### config.mk
export PLATFORM = sky130hd
export DESIGN_NAME = lcd_nibble_writer
export DESIGN_NICKNAME = d
export VERILOG_FILES = /design/src/rtl/lcd_pkg.sv /design/src/rtl/lcd_nibble_strobe.sv /design/src/rtl/lcd_nibble_writer.sv
export SDC_FILE = /design/constraint.sdc
export NUM_CORES = 1
export LEC_CHECK = 0
export ABC_AREA = 1
export ABC_CLOCK_PERIOD_IN_PS = 3110
export CAP_MARGIN = 10
export CORE_MARGIN = 1
export CORE_UTILIZATION = 30
export CTS_CLUSTER_SIZE = 16
export DETAILED_ROUTE_END_ITERATION = 10
export GPL_ROUTABILITY_DRIVEN = 1
export HOLD_SLACK_MARGIN = 0.03
export PLACE_DENSITY = 0.58
export SLEW_MARGIN = 20
export SYNTH_ARGS = -nofsm -noshare
export SYNTH_HDL_FRONTEND = slang
export SYNTH_HIERARCHICAL = 1
export SYNTH_SLANG_ARGS = --single-unit
### constraint.sdc
create_clock -name clk -period 3.11 [get_ports clk]
set_input_delay 0.933 -clock clk [delete_from_list [all_inputs] [get_ports clk]]
set_output_delay 0.933 -clock clk [all_outputs]
set_load 0.02 [all_outputs]
### src/rtl/lcd_pkg.sv
// Shared types, default timing and the LCD power-on init table for the
// 4-bit HD44780 nibble writer.
package lcd_pkg;

  typedef enum logic [2:0] {
    PWR_WAIT,
    IDLE,
    NIB_HI,
    GAP,
    NIB_LO,
    EXEC_WAIT
  } wr_state_e;

  typedef enum logic [1:0] {
    STB_IDLE,
    STB_SETUP,
    STB_PULSE,
    STB_HOLD
  } stb_state_e;

  localparam int unsigned DEF_T_SETUP      = 2;
  localparam int unsigned DEF_T_PULSE      = 12;
  localparam int unsigned DEF_T_HOLD       = 2;
  localparam int unsigned DEF_T_NIBBLE_GAP = 50;
  localparam int unsigned DEF_T_CMD        = 2000;
  localparam int unsigned DEF_T_CLEAR      = 82000;
  localparam int unsigned DEF_T_INIT_LONG  = 205000;
  localparam int unsigned DEF_T_POWERON    = 750000;

  localparam logic [7:0] CMD_CLEAR = 8'h01;
  localparam logic [7:0] CMD_HOME  = 8'h02;

  // First INIT_NIBBLES entries go out as a lone low nibble, the rest as bytes.
  localparam int unsigned INIT_NIBBLES = 4;
  localparam logic [2:0]  INIT_LAST    = 3'd7;

  function automatic logic [7:0] init_entry(input logic [2:0] idx);
    case (idx)
      3'd0:    return 8'h03;
      3'd1:    return 8'h03;
      3'd2:    return 8'h03;
      3'd3:    return 8'h02;
      3'd4:    return 8'h28;
      3'd5:    return 8'h06;
      3'd6:    return 8'h0C;
      default: return 8'h01;
    endcase
  endfunction

  // Down-counter reload value; a wait of 0 still takes one cycle.
  function automatic int unsigned ticks(input int unsigned t);
    return (t == 0) ? 0 : t - 1;
  endfunction

  function automatic int unsigned max2(input int unsigned a, input int unsigned b);
    return (a > b) ? a : b;
  endfunction

endpackage

### src/rtl/lcd_nibble_strobe.sv
// Drives one nibble onto the LCD bus: setup with E low, E pulse, then hold.
// done_o pulses in the last hold cycle.
module lcd_nibble_strobe import lcd_pkg::*; #(
  parameter int unsigned T_SETUP = DEF_T_SETUP,
  parameter int unsigned T_PULSE = DEF_T_PULSE,
  parameter int unsigned T_HOLD  = DEF_T_HOLD
) (
  input  logic       clk,
  input  logic       rst_n,
  input  logic       start_i,
  input  logic       rs_i,
  input  logic [3:0] nib_i,
  output logic       done_o,
  output logic       lcd_e_o,
  output logic       lcd_rs_o,
  output logic [3:0] lcd_d_o
);

  localparam int unsigned CW = $clog2(max2(max2(T_SETUP, T_PULSE), T_HOLD) + 2);
  localparam logic [CW-1:0] LD_SETUP = CW'(ticks(T_SETUP));
  localparam logic [CW-1:0] LD_PULSE = CW'(ticks(T_PULSE));
  localparam logic [CW-1:0] LD_HOLD  = CW'(ticks(T_HOLD));

  stb_state_e    st_q, st_d;
  logic [CW-1:0] cnt_q, cnt_d;
  logic          e_q, e_d;
  logic          rs_q, rs_d;
  logic [3:0]    d_q, d_d;

  always_ff @(posedge clk or negedge rst_n) begin
    if (!rst_n) begin
      st_q  <= STB_IDLE;
      cnt_q <= '0;
      e_q   <= 1'b0;
      rs_q  <= 1'b0;
      d_q   <= '0;
    end else begin
      st_q  <= st_d;
      cnt_q <= cnt_d;
      e_q   <= e_d;
      rs_q  <= rs_d;
      d_q   <= d_d;
    end
  end

  always_comb begin
    st_d   = st_q;
    cnt_d  = cnt_q;
    e_d    = e_q;
    rs_d   = rs_q;
    d_d    = d_q;
    done_o = 1'b0;
    unique case (st_q)
      STB_IDLE: begin
        if (start_i) begin
          st_d  = STB_SETUP;
          cnt_d = LD_SETUP;
          rs_d  = rs_i;
          d_d   = nib_i;
          e_d   = 1'b0;
        end
      end
      STB_SETUP: begin
        if (cnt_q == '0) begin
          st_d  = STB_PULSE;
          cnt_d = LD_PULSE;
          e_d   = 1'b1;
        end else begin
          cnt_d = cnt_q - 1'b1;
        end
      end
      STB_PULSE: begin
        if (cnt_q == '0) begin
          st_d  = STB_HOLD;
          cnt_d = LD_HOLD;
          e_d   = 1'b0;
        end else begin
          cnt_d = cnt_q - 1'b1;
        end
      end
      STB_HOLD: begin
        if (cnt_q == '0) begin
          st_d   = STB_IDLE;
          done_o = 1'b1;
        end else begin
          cnt_d = cnt_q - 1'b1;
        end
      end
      default: st_d = STB_IDLE;
    endcase
  end

  assign lcd_e_o  = e_q;
  assign lcd_rs_o = rs_q;
  assign lcd_d_o  = d_q;

endmodule

### src/rtl/lcd_nibble_writer.sv
// Handshaked byte writer for a 4-bit HD44780 LCD; runs the power-on init
// sequence itself and then accepts RS+byte requests one at a time.
module lcd_nibble_writer import lcd_pkg::*; #(
  parameter int unsigned T_SETUP      = DEF_T_SETUP,
  parameter int unsigned T_PULSE      = DEF_T_PULSE,
  parameter int unsigned T_HOLD       = DEF_T_HOLD,
  parameter int unsigned T_NIBBLE_GAP = DEF_T_NIBBLE_GAP,
  parameter int unsigned T_CMD        = DEF_T_CMD,
  parameter int unsigned T_CLEAR      = DEF_T_CLEAR,
  parameter int unsigned T_INIT_LONG  = DEF_T_INIT_LONG,
  parameter int unsigned T_POWERON    = DEF_T_POWERON
) (
  input  logic       clk,
  input  logic       rst_n,
  input  logic       req_valid,
  output logic       req_ready,
  input  logic       req_rs,
  input  logic [7:0] req_data,
  output logic       init_done,
  output logic       sf_e,
  output logic       lcd_e,
  output logic       lcd_rs,
  output logic       lcd_rw,
  output logic [3:0] lcd_d
);

  localparam int unsigned T_MAX = max2(max2(max2(T_CMD, T_CLEAR), max2(T_INIT_LONG, T_POWERON)),
                                       T_NIBBLE_GAP);
  localparam int unsigned TW = $clog2(T_MAX + 2);
  localparam logic [TW-1:0] LD_GAP       = TW'(ticks(T_NIBBLE_GAP));
  localparam logic [TW-1:0] LD_CMD       = TW'(ticks(T_CMD));
  localparam logic [TW-1:0] LD_CLEAR     = TW'(ticks(T_CLEAR));
  localparam logic [TW-1:0] LD_INIT_LONG = TW'(ticks(T_INIT_LONG));
  localparam logic [TW-1:0] LD_POWERON   = TW'(ticks(T_POWERON));

  wr_state_e     state_q, state_d;
  logic [TW-1:0] timer_q, timer_d;
  logic [7:0]    byte_q, byte_d;
  logic          rs_q, rs_d;
  logic          single_q, single_d;
  logic [2:0]    idx_q, idx_d;
  logic          init_done_q, init_done_d;
  logic          ready_q, ready_d;

  logic          launch, launch_rs, launch_single;
  logic [7:0]    launch_byte;
  logic [2:0]    idx_next;
  logic [TW-1:0] exec_ld;
  logic          stb_start, stb_done, stb_rs;
  logic [3:0]    stb_nib;

  always_ff @(posedge clk or negedge rst_n) begin
    if (!rst_n) begin
      state_q     <= PWR_WAIT;
      timer_q     <= '0;
      byte_q      <= '0;
      rs_q        <= 1'b0;
      single_q    <= 1'b0;
      idx_q       <= '0;
      init_done_q <= 1'b0;
      ready_q     <= 1'b0;
    end else begin
      state_q     <= state_d;
      timer_q     <= timer_d;
      byte_q      <= byte_d;
      rs_q        <= rs_d;
      single_q    <= single_d;
      idx_q       <= idx_d;
      init_done_q <= init_done_d;
      ready_q     <= ready_d;
    end
  end

  assign idx_next = idx_q + 3'd1;

  // Lone init nibbles never get the clear/home wait, even the 0x2 one.
  always_comb begin
    if (!init_done_q && idx_q == '0) begin
      exec_ld = LD_INIT_LONG;
    end else if (!single_q && !rs_q && (byte_q == CMD_CLEAR || byte_q == CMD_HOME)) begin
      exec_ld = LD_CLEAR;
    end else begin
      exec_ld = LD_CMD;
    end
  end

  always_comb begin
    state_d       = state_q;
    timer_d       = timer_q;
    byte_d        = byte_q;
    rs_d          = rs_q;
    single_d      = single_q;
    idx_d         = idx_q;
    init_done_d   = init_done_q;
    launch        = 1'b0;
    launch_byte   = byte_q;
    launch_rs     = rs_q;
    launch_single = 1'b0;
    stb_start     = 1'b0;
    stb_rs        = rs_q;
    stb_nib       = byte_q[3:0];
    unique case (state_q)
      PWR_WAIT: begin
        if (timer_q == LD_POWERON) begin
          timer_d       = '0;
          idx_d         = '0;
          launch        = 1'b1;
          launch_byte   = init_entry(3'd0);
          launch_rs     = 1'b0;
          launch_single = 1'b1;
        end else begin
          timer_d = timer_q + 1'b1;
        end
      end
      IDLE: begin
        if (req_valid && ready_q) begin
          launch      = 1'b1;
          launch_byte = req_data;
          launch_rs   = req_rs;
        end
      end
      NIB_HI: begin
        if (stb_done) begin
          state_d = GAP;
          timer_d = LD_GAP;
        end
      end
      GAP: begin
        if (timer_q == '0) begin
          stb_start = 1'b1;
          state_d   = NIB_LO;
        end else begin
          timer_d = timer_q - 1'b1;
        end
      end
      NIB_LO: begin
        if (stb_done) begin
          state_d = EXEC_WAIT;
          timer_d = exec_ld;
        end
      end
      EXEC_WAIT: begin
        if (timer_q != '0) begin
          timer_d = timer_q - 1'b1;
        end else if (init_done_q) begin
          state_d = IDLE;
        end else if (idx_q == INIT_LAST) begin
          init_done_d = 1'b1;
          state_d     = IDLE;
        end else begin
          idx_d         = idx_next;
          launch        = 1'b1;
          launch_byte   = init_entry(idx_next);
          launch_rs     = 1'b0;
          launch_single = (idx_next < 3'(INIT_NIBBLES));
        end
      end
      default: state_d = PWR_WAIT;
    endcase
    if (launch) begin
      byte_d    = launch_byte;
      rs_d      = launch_rs;
      single_d  = launch_single;
      stb_start = 1'b1;
      stb_rs    = launch_rs;
      stb_nib   = launch_single ? launch_byte[3:0] : launch_byte[7:4];
      state_d   = launch_single ? NIB_LO : NIB_HI;
    end
  end

  assign ready_d = (state_d == IDLE);

  lcd_nibble_strobe #(
    .T_SETUP (T_SETUP),
    .T_PULSE (T_PULSE),
    .T_HOLD  (T_HOLD)
  ) u_strobe (
    .clk      (clk),
    .rst_n    (rst_n),
    .start_i  (stb_start),
    .rs_i     (stb_rs),
    .nib_i    (stb_nib),
    .done_o   (stb_done),
    .lcd_e_o  (lcd_e),
    .lcd_rs_o (lcd_rs),
    .lcd_d_o  (lcd_d)
  );

  assign req_ready = ready_q;
  assign init_done = init_done_q;
  assign sf_e      = 1'b1;
  assign lcd_rw    = 1'b0;

endmodule

[Word level (Yosys, flattened, before mapping)]
Index checks and enable logic that the tools add are counted.
Word-level totals
  bits of input ports: 12
  register bits after elaboration: 50
Operators by class
  add/sub/neg operators: 4
  reduce and logical (&&, ||, !) cells: 27
  equal/unequal tests: 32
  bitwise logic cells: 1
  mux-type cells: 69
  $lt $le $gt $ge: 1
Operator list (number)
  $mux W20: 5
  $pmux W20 S5: 1
  $mux W8: 5
  $mux W3: 12
  $pmux W6 S5: 1
  $mux W1: 24
  $mux W4: 6
  $pmux W8 S3: 1
  $add A20 B1 Y20 const B: 1
  $eq A20 B20 Y1 const B: 1
  $logic_not A20 Y1: 1
  $ne A2 B2 Y1 const B: 10
  $reduce_bool A20 Y1: 1
  $sub A20 B1 Y20 const B: 1
  $eq A3 B3 Y1 const B: 6
  $mux W18: 1
  $mux W17: 1
  $pmux W4 S4: 1
  $pmux W3 S5: 1
  $eq A3 B2 Y1 const B: 4
  $reduce_and A5 Y1: 2
  $eq A3 B1 Y1 const B: 3
  $logic_not A3 Y1: 3
  $pmux W1 S3: 3
  25 further kinds: 39

[Depth between registers and ports, before layout]
  depth in word-level cells: 10
  gate-level depth with buffers: 18
  depth with buffers taken out: 17

[Hierarchy]
The synthesis kept the hierarchy.
By module, submodules not included
  lcd_nibble_writer: sequential area each 950.9 µm², cells each 551, times used 1, area each 3482.1 µm²
  lcd_nibble_strobe: sequential area each 300.3 µm², cells each 87, times used 1, area each 758.2 µm²

[Worst setup path after synthesis]
OpenSTA, ideal clock, no wires.
  path type: input port to flip-flop
  start point: in req_valid
  end point: reg u_strobe.d_q[0], in the netlist u_strobe/lcd_d_o[0]
  data arrival time: 2.106 ns
  stages on the path: 8
  setup slack: 0.876 ns
  data required time: 2.982 ns
  path buffers: 0
  cell sequence: nand2_1 -> nor2_2 -> inv_1 -> nand2_4 -> inv_1 -> o21ai_0 -> nand2_2 -> mux2_1
Between the ends
  longest elaborated chain between the ends: 5
  elaborated cells between the ends (all ways): 9
  classes of those cells: mux: 7; reduce/logical: 2
RTL lines
  from (decl): RTL line lcd_nibble_writer.sv:15  | input logic req_valid,
  $logic_and A1 B1 Y1: RTL line lcd_nibble_writer.sv:116  | if (req_valid && ready_q) begin
  $mux W1: RTL line lcd_nibble_writer.sv:116
  $pmux W1 S3: RTL line lcd_nibble_writer.sv:102  | unique case (state_q)
  $mux W1: RTL line lcd_nibble_writer.sv:160  | if (launch) begin
  net stb_start: RTL line lcd_nibble_writer.sv:49  | logic stb_start, stb_done, stb_rs;
  $reduce_and A2 Y1 (no line)
  to (signal assigned): RTL line lcd_nibble_strobe.sv:36  | d_q <= '0;
  to (signal assigned): RTL line lcd_nibble_strobe.sv:42  | d_q <= d_d;
  to (decl): RTL line lcd_nibble_strobe.sv:28  | logic [3:0] d_q, d_d;
The timed path passes the listed nets, and every way through them passes these cells.
A chain may end at the register's enable or synchronous reset.

[Worst setup path after layout]
  start point: reg timer_q[0]
  end point: reg u_strobe.d_q[2], in the netlist u_strobe/lcd_d_o[2]
Between the ends
  longest elaborated chain between the ends: 5
  elaborated cells between the ends (all ways): 17
  classes of those cells: eq/ne: 1; mux: 13; reduce/logical: 3
RTL lines
  from (decl): RTL line lcd_nibble_writer.sv:37  | logic [TW-1:0] timer_q, timer_d;
  from (signal assigned): RTL line lcd_nibble_writer.sv:64  | timer_q <= timer_d;
  $eq A20 B20 Y1 (tied with other cells): RTL line lcd_nibble_writer.sv:104  | if (timer_q == LD_POWERON) begin
  $mux W1, on equally long branches: RTL line lcd_nibble_writer.sv:104, lcd_nibble_writer.sv:129, lcd_nibble_writer.sv:143
  $pmux W1 S3 / $mux W1 (equally long branches): RTL line lcd_nibble_writer.sv:102
  $mux W1 *: RTL line lcd_nibble_writer.sv:160
  net stb_start: RTL line lcd_nibble_writer.sv:49
  $reduce_and A2 Y1 (no line) *
The timed path passes the listed nets; every way through them passes the cells marked *.

==> impl_metrics.tcl <==
set metrics [dict create \
    outcome "completed" \
    globalplace.congestion 0.890 \
    start_kind "flip-flop" \
    slew_violations 0 \
    num_vias 4092 \
    period_needed_ps 2670 \
    syn_inst 638 \
    cts_buffer_depth 2 \
    syn_area_per_cell_um2 6.65 \
    die_w_um 121 \
    async_flop_share 1.00 \
    power_density_nw_per_um2 269 \
    cts_tree "built" \
    critPathKind "reg -> reg" \
    startpoint "timer_q[0]" \
    port_buffers 19 \
    r2r-end "u_strobe/lcd_d_o[2]" \
    synth_area_um2 4240 \
    post-route-period-util 0.860 \
    endpoint "u_strobe/lcd_d_o[2]" \
    cp.arrival_ps 2860 \
    r2r_cells 12 \
    finClkSkew_ps 5.44 \
    ys.flop_type "dfrtp_1" \
    fillers 1519 \
    grt_overflow_total 0 \
    dieArea_um2 14600 \
    hold_class "reg -> reg" \
    fin_nets 686 \
    final_cell_mix "nand2_1, inv_1, nor2_1" \
    cts_sinks 50 \
    synth_nets 667 \
    grt_pass1_vias 4035 \
    finalSetupViolCount 0 \
    timing.final.hold_violations 0 \
    root_buffer "clkbuf_16" \
    start_util 0.307 \
    ir_worst_vdd_mv 0.212 \
    tns_ps 0 \
    antenna_found_initial 0 \
    drt_iter0_drc 316 \
    fin_cells 838 \
    crit_top_cell "inv_1" \
    area_growth_pct 12.3 \
    grt_use_total 0.169 \
    dr_wl_met2_um 5300 \
    antenna_cells 0 \
    dr.pass1.iters 5 \
    fmax_mhz 374 \
    vias_per_cell 4.88 \
    post_drt_wl_per_cell_um 13.7 \
    ys_seq_area_frac 0.295 \
    htree_levels 2 \
    rsz0062_at_grt "no" \
    post-cts-setup-buffers 0 \
    core-area_um2 13800 \
    layout-drive-gt1-share 0.105 \
    ys_warn_count 6 \
    required_ps 3290 \
    synth.distinct_cells 40 \
    dpl.cell_count 830 \
    pin_count 22 \
    grt_max_degree 51 \
    mostFrequentLayoutCell "nand2_1" \
    leakage_nw 2.32 \
    wl_met1_um 5550 \
    postCtsHoldBufs 0 \
    placementRows 43 \
    crit_chain "inv_1 -> ha_1 -> nand2_1 -> nor2_2 -> nand3_4 -> nor2_4 -> a21oi_4 -> nand2_4 -> inv_1 -> o21ai_0 -> nand2_2 -> mux2_1" \
    clk_pin_slew_ps 80 \
    slowest_delay_ps 400 \
    reg2reg_slack_ps 440 \
    die_h_um 121 \
    worst_path_max_delay_cell "dfrtp_1" \
    wl_um 11500 \
    dr_wl_met3_um 531 \
    drc 0 \
    reg2reg_from "timer_q[0]" \
    ant_nets 0 \
    worstSetupEndpointType "flip-flop" \
    clk_latency_ps 300 \
    cap_violations 0 \
    cts_resized 0 \
    top_layer "met4" \
    dp_hpwl_um 8650 \
    synth_edf_count 0 \
    cts_buffers 5 \
    crit_path_max_fanout 13 \
    synth-seq-cells 50 \
    grt_pass1_wl_um 19700 \
]
[power breakdown]
group	total [mW]	leakage, nW	internal, mW	switching, mW
registers	0.649	0.657	0.649	0
logic	0.0314	1.59	0.0139	0.0174
clock network	0.602	0.0759	0.308	0.294
total	1.28	2.32	0.972	0.311
[cells in the mapped netlist, types with 2 or more instances]
master / count / area, um^2
xnor2_1: 3 / 26.3
inv_2: 8 / 30.0
buf_4: 4 / 30.0
nor3b_1: 2 / 15.0
a31oi_1: 7 / 43.8
inv_1: 84 / 315
nor2_2: 13 / 81.3
nand4_1: 10 / 62.6
buf_6: 4 / 45.0
ha_1: 17 / 213
nand3b_1: 2 / 15.0
o31ai_1: 2 / 15.0
a21boi_0: 4 / 30.0
o21ai_2: 2 / 17.5
nor3_1: 10 / 50.1
o22ai_1: 4 / 25.0
conb_1: 2 / 7.51
nor3_2: 2 / 20.0
buf_2: 3 / 15.0
nor2_4: 6 / 67.6
nand2_1: 166 / 623
mux2_1: 5 / 56.3
a22oi_1: 5 / 37.5
nand3_1: 57 / 285
nor2_1: 66 / 248
o21ai_1: 9 / 45.0
o21ai_0: 42 / 210
a21oi_1: 12 / 60.1
dfrtp_1: 50 / 1250
o221ai_1: 2 / 17.5
nand2_4: 5 / 56.3
nand3_2: 3 / 30.0
o211ai_1: 8 / 60.1
nand2_2: 13 / 81.3
[worst min path at each step]
stage,start,to,slack [ps],depth (start not counted)
finish,u_strobe/lcd_rs_o,u_strobe/lcd_rs_o,500,1
global route,u_strobe/lcd_e_o,u_strobe/lcd_e_o,540,2
CTS,u_strobe/lcd_rs_o,u_strobe/lcd_rs_o,510,1
detailed placement,u_strobe/lcd_rs_o,u_strobe/lcd_rs_o,490,1
global placement,u_strobe/lcd_e_o,u_strobe/lcd_e_o,480,2
floorplan,u_strobe/cnt_q[1],u_strobe/cnt_q[1],470,2
[worst max-delay path, delay by kind of cell (launching register included)]
kind	cells	cell delay, ps
mux	1	340
buf+inv	2	210
fa+ha+maj	1	350
compound gates	2	280
flops	1	400
simple gates	6	960
[cell type report]
type / count / area [um^2] / share of cell area
Inverter: 93 / 349 / 0.0733
Multi-Input combinational cell: 483 / 2550 / 0.535
Timing Repair Buffer: 24 / 235 / 0.0494
Tap cell: 180 / 225 / 0.0473
Clock buffer: 5 / 125 / 0.0263
Clock inverter: 3 / 28.8 / 0.00604
Sequential cell: 50 / 1250 / 0.263
[per-layer routing]
metal | vias to the layer above | global-route usage
li1 | 2108 | -
met5 | - | 0
met1 | 1880 | 0.236
met4 | 0 | 0.0340
met3 | 8 | 0.0211
met2 | 96 | 0.279
[state kept, by name, summed over array words and instances, names as in the netlist]
name,cells
u_strobe/cnt_q,4
timer_q,20
init_done,1
u_strobe/st_q,2
idx_q,3
single_q,1
byte_q,8
u_strobe/lcd_rs_o,1
u_strobe/lcd_e_o,1
u_strobe/lcd_d_o,4
rs_q,1
req_ready,1
state_q,3
[stage by stage]
| stage | power, mW | setup WS [ps] | hold WS, ps | area (um^2) | util |
|---|---|---|---|---|---|
| floorplan | 0.667 | 876 | 471 | 4240 | - |
| global placement | 0.695 | 340 | 483 | 4610 | 0.333 |
| detailed placement | 0.696 | 286 | 488 | 4610 | 0.333 |
| CTS | 1.30 | 430 | 511 | 4760 | 0.344 |
| global route | 1.33 | 211 | 536 | 4760 | 0.344 |
| finish | 1.28 | 436 | 504 | 4760 | 0.344 |
[cell families (layout without fill, tap and decap cells)]
group | Yosys count | in the layout | synth area share
fa+ha+maj | 17 | 17 | 0.0502
mux | 5 | 5 | 0.0133
simple gates | 358 | 358 | 0.393
other cells | 2 | 2 | 0.00177
compound gates | 98 | 98 | 0.136
xor+xnor | 3 | 3 | 0.00620
flops | 50 | 50 | 0.295
buf+inv | 105 | 125 | 0.104
(Power assumes the default switching activity.)
==> RTL edit, RTL diff (same flow settings) <==
Set the package constant `DEF_T_SETUP` to 1 (it was 2).
--- a/src/rtl/lcd_pkg.sv
+++ b/src/rtl/lcd_pkg.sv
@@ -18,7 +18,7 @@
     STB_HOLD
   } stb_state_e;
 
-  localparam int unsigned DEF_T_SETUP      = 2;
+  localparam int unsigned DEF_T_SETUP      = 1;
   localparam int unsigned DEF_T_PULSE      = 12;
   localparam int unsigned DEF_T_HOLD       = 2;
   localparam int unsigned DEF_T_NIBBLE_GAP = 50;
Check against the original RTL: no difference found for any inputs over 10 cycles, from zero or initial values and one cycle with rst_n low; that may be too few to reach the edited logic, so the function may still have changed.
==> RTL edit against the unedited design <==
Routed wire length rose by 4.4%. Fmax up 1.2%. Cell count fell by 0.48%. Sequential cell count unchanged. Total power rose by 6.2%. Design area hardly changed. Worst setup slack gained 32 ps. Area after synthesis is 0.44% lower. Clock power increased by 13%. Clock skew increased by 4.3 ps. Critical endpoint is now u_strobe/cnt_q[1].
==> RTL edit: results (changes against the unedited design) <==
Global route
  – Grt met2 use: 27.5% (-0.41 points)
  – Met3 Use GR: 2.50% (+0.39 points)
  – Vias in the first global route: 4104 (+1.7%)
  – Met1 Track Usage GR: 23.4% (-0.21 points)
  – GRT Util Overall: 17.1% (+0.22 points)
  – Global-route wire length before repair: 20.0 mm (+1.5%)
  – Largest net degree at the start of global routing: 21 (-59%)

Drt
  – Met3 WL: 617 um (+16%)
  – DR iter-0 viols: 362 (+15%)
  – Routed vias/inst: 5.10 (+4.4%)
  – 1st-pass router iterations: 5 (unchanged)
  – Met2 wire length: 5.29 mm (-0.25%)
  – Via count: 4253 (+3.9%)
  – Avg WL per Cell: 14.3 um (+4.9%)
  – Met1 wire length: 5.78 mm (+4.2%)
  – Highest routed layer: met4

Clock tree
  – Reg clk slew, reported paths: 80 ps (about the same)
  – CTS root buffer: clkbuf_16
  – H-tree lvl count: 2 (unchanged)
  – Number of buffers created by CTS: 5 (unchanged)

Logic synthesis
  – Largest cells by area after synthesis: dfrtp_1, nand2_1, inv_1
  – Post-Syn Area: 0.00422 sq mm (-0.44%)
  – Cells after synthesis: 636 (-0.31%)
  – Total number of yosys warnings: 6 (unchanged)
  – Seq/Total Area, Yosys: 29.6% (+0.13 points)
  – Cell variety after synth: 39 (-2.5%)
  – Synthesized net count: 665 (-0.30%)
  – Post-synth top cells: nand2_1, inv_1, nor2_1

Placement
  – Post-Place Cells: 826 (-0.48%)
  – Post-Place Cell Area: 0.00459 sq mm (-0.46%)
  – DP Worst Slack: 235 ps (-50.7 ps)
  – Post-DP HPWL: 9.21 mm (+6.5%)
  – Final Wtd Congestion: 0.922 (+3.6%)
  – Number of port buffers: 19 (unchanged)

Pwr
  – LEAKAGE: 2.33 nW (+0.12%)
  – P_clk: 0.000683 W (+13%)
  – IR drop worst, VDD: 181 uV (-14%)
  – Power consumption: 0.00136 W (+6.2%)
  – Cell Int Power: 0.00107 W (+9.9%)
  – Seq group: 0.000649 W (about the same)

Critical path
  – CP Max Fanout: 13 (unchanged)
  – CP max stage cell: dfrtp_1
  – Worst Path Arrival: 2880 ps (+20 ps)

Status
  – Status: finished clean

Timing
  – Worst clock skew: 9.77 ps (+4.33 ps)

Final layout
  – ANT cells: 0 (unchanged)
  – Fraction of layout cells with a size suffix above 1: 10.9% (+0.46 points)
RTL edit: cell types whose count changed after synthesis, sizes merged:
cell / before / now
nand2: 184 / 181
nand3: 61 / 60
nor2: 85 / 87
RTL edit: final cells by class:
| cell class | instances | area, sq um |
|---|---|---|
| clock inverter | 2 | 38.8 |
| sequential | 50 | 1250 |
| timing repair buffer | 26 | 238 |
| clock buffer | 6 | 139 |
| multi-input combinational | 481 | 2530 |
| tap | 176 | 220 |
| fill | 1455 | 8740 |
| inverter | 93 | 349 |
RTL edit: final timing paths:
| check | startpoint | endpoint | slack, ps | cells after the start |
|---|---|---|---|---|
| worst max-delay path | timer_q[0] | u_strobe/cnt_q[1] | 470 | 16 |
| worst min-delay path | u_strobe/lcd_e_o | u_strobe/lcd_e_o | 510 | 2 |
| worst max register to register | timer_q[0] | u_strobe/cnt_q[1] | 470 | 16 |
| worst min register to register | u_strobe/lcd_e_o | u_strobe/lcd_e_o | 510 | 2 |
| max in group asynchronous | rst_n | req_ready | 1950 | 2 |
| min in group asynchronous | rst_n | timer_q[8] | 530 | 1 |
RTL edit: worst max-delay path, delay by kind of cell, from the launching register on:
| family | cells | cell delay [ps] |
|---|---|---|
| buffers and inverters | 3 | 290 |
| AND/OR/NAND/NOR | 10 | 1410 |
| adder cells (fa/ha/maj) | 1 | 200 |
| AO/OA/AOI/OAI | 2 | 270 |
| flip-flops | 1 | 400 |
RTL edit: cell families (layout without fill, tap and decap cells):
logic type	Yosys count	in the layout	synth area share, %
DFF	50	50	29.6
other	2	2	0.178
muxes	5	5	1.33
AOI/OAI and AO/OA	98	98	13.5
xor gates and xnor gates	3	3	0.623
adders and majority gates	17	17	5.04
buffers and inverters	105	127	10.5
and+or+nand+nor	356	356	39.2
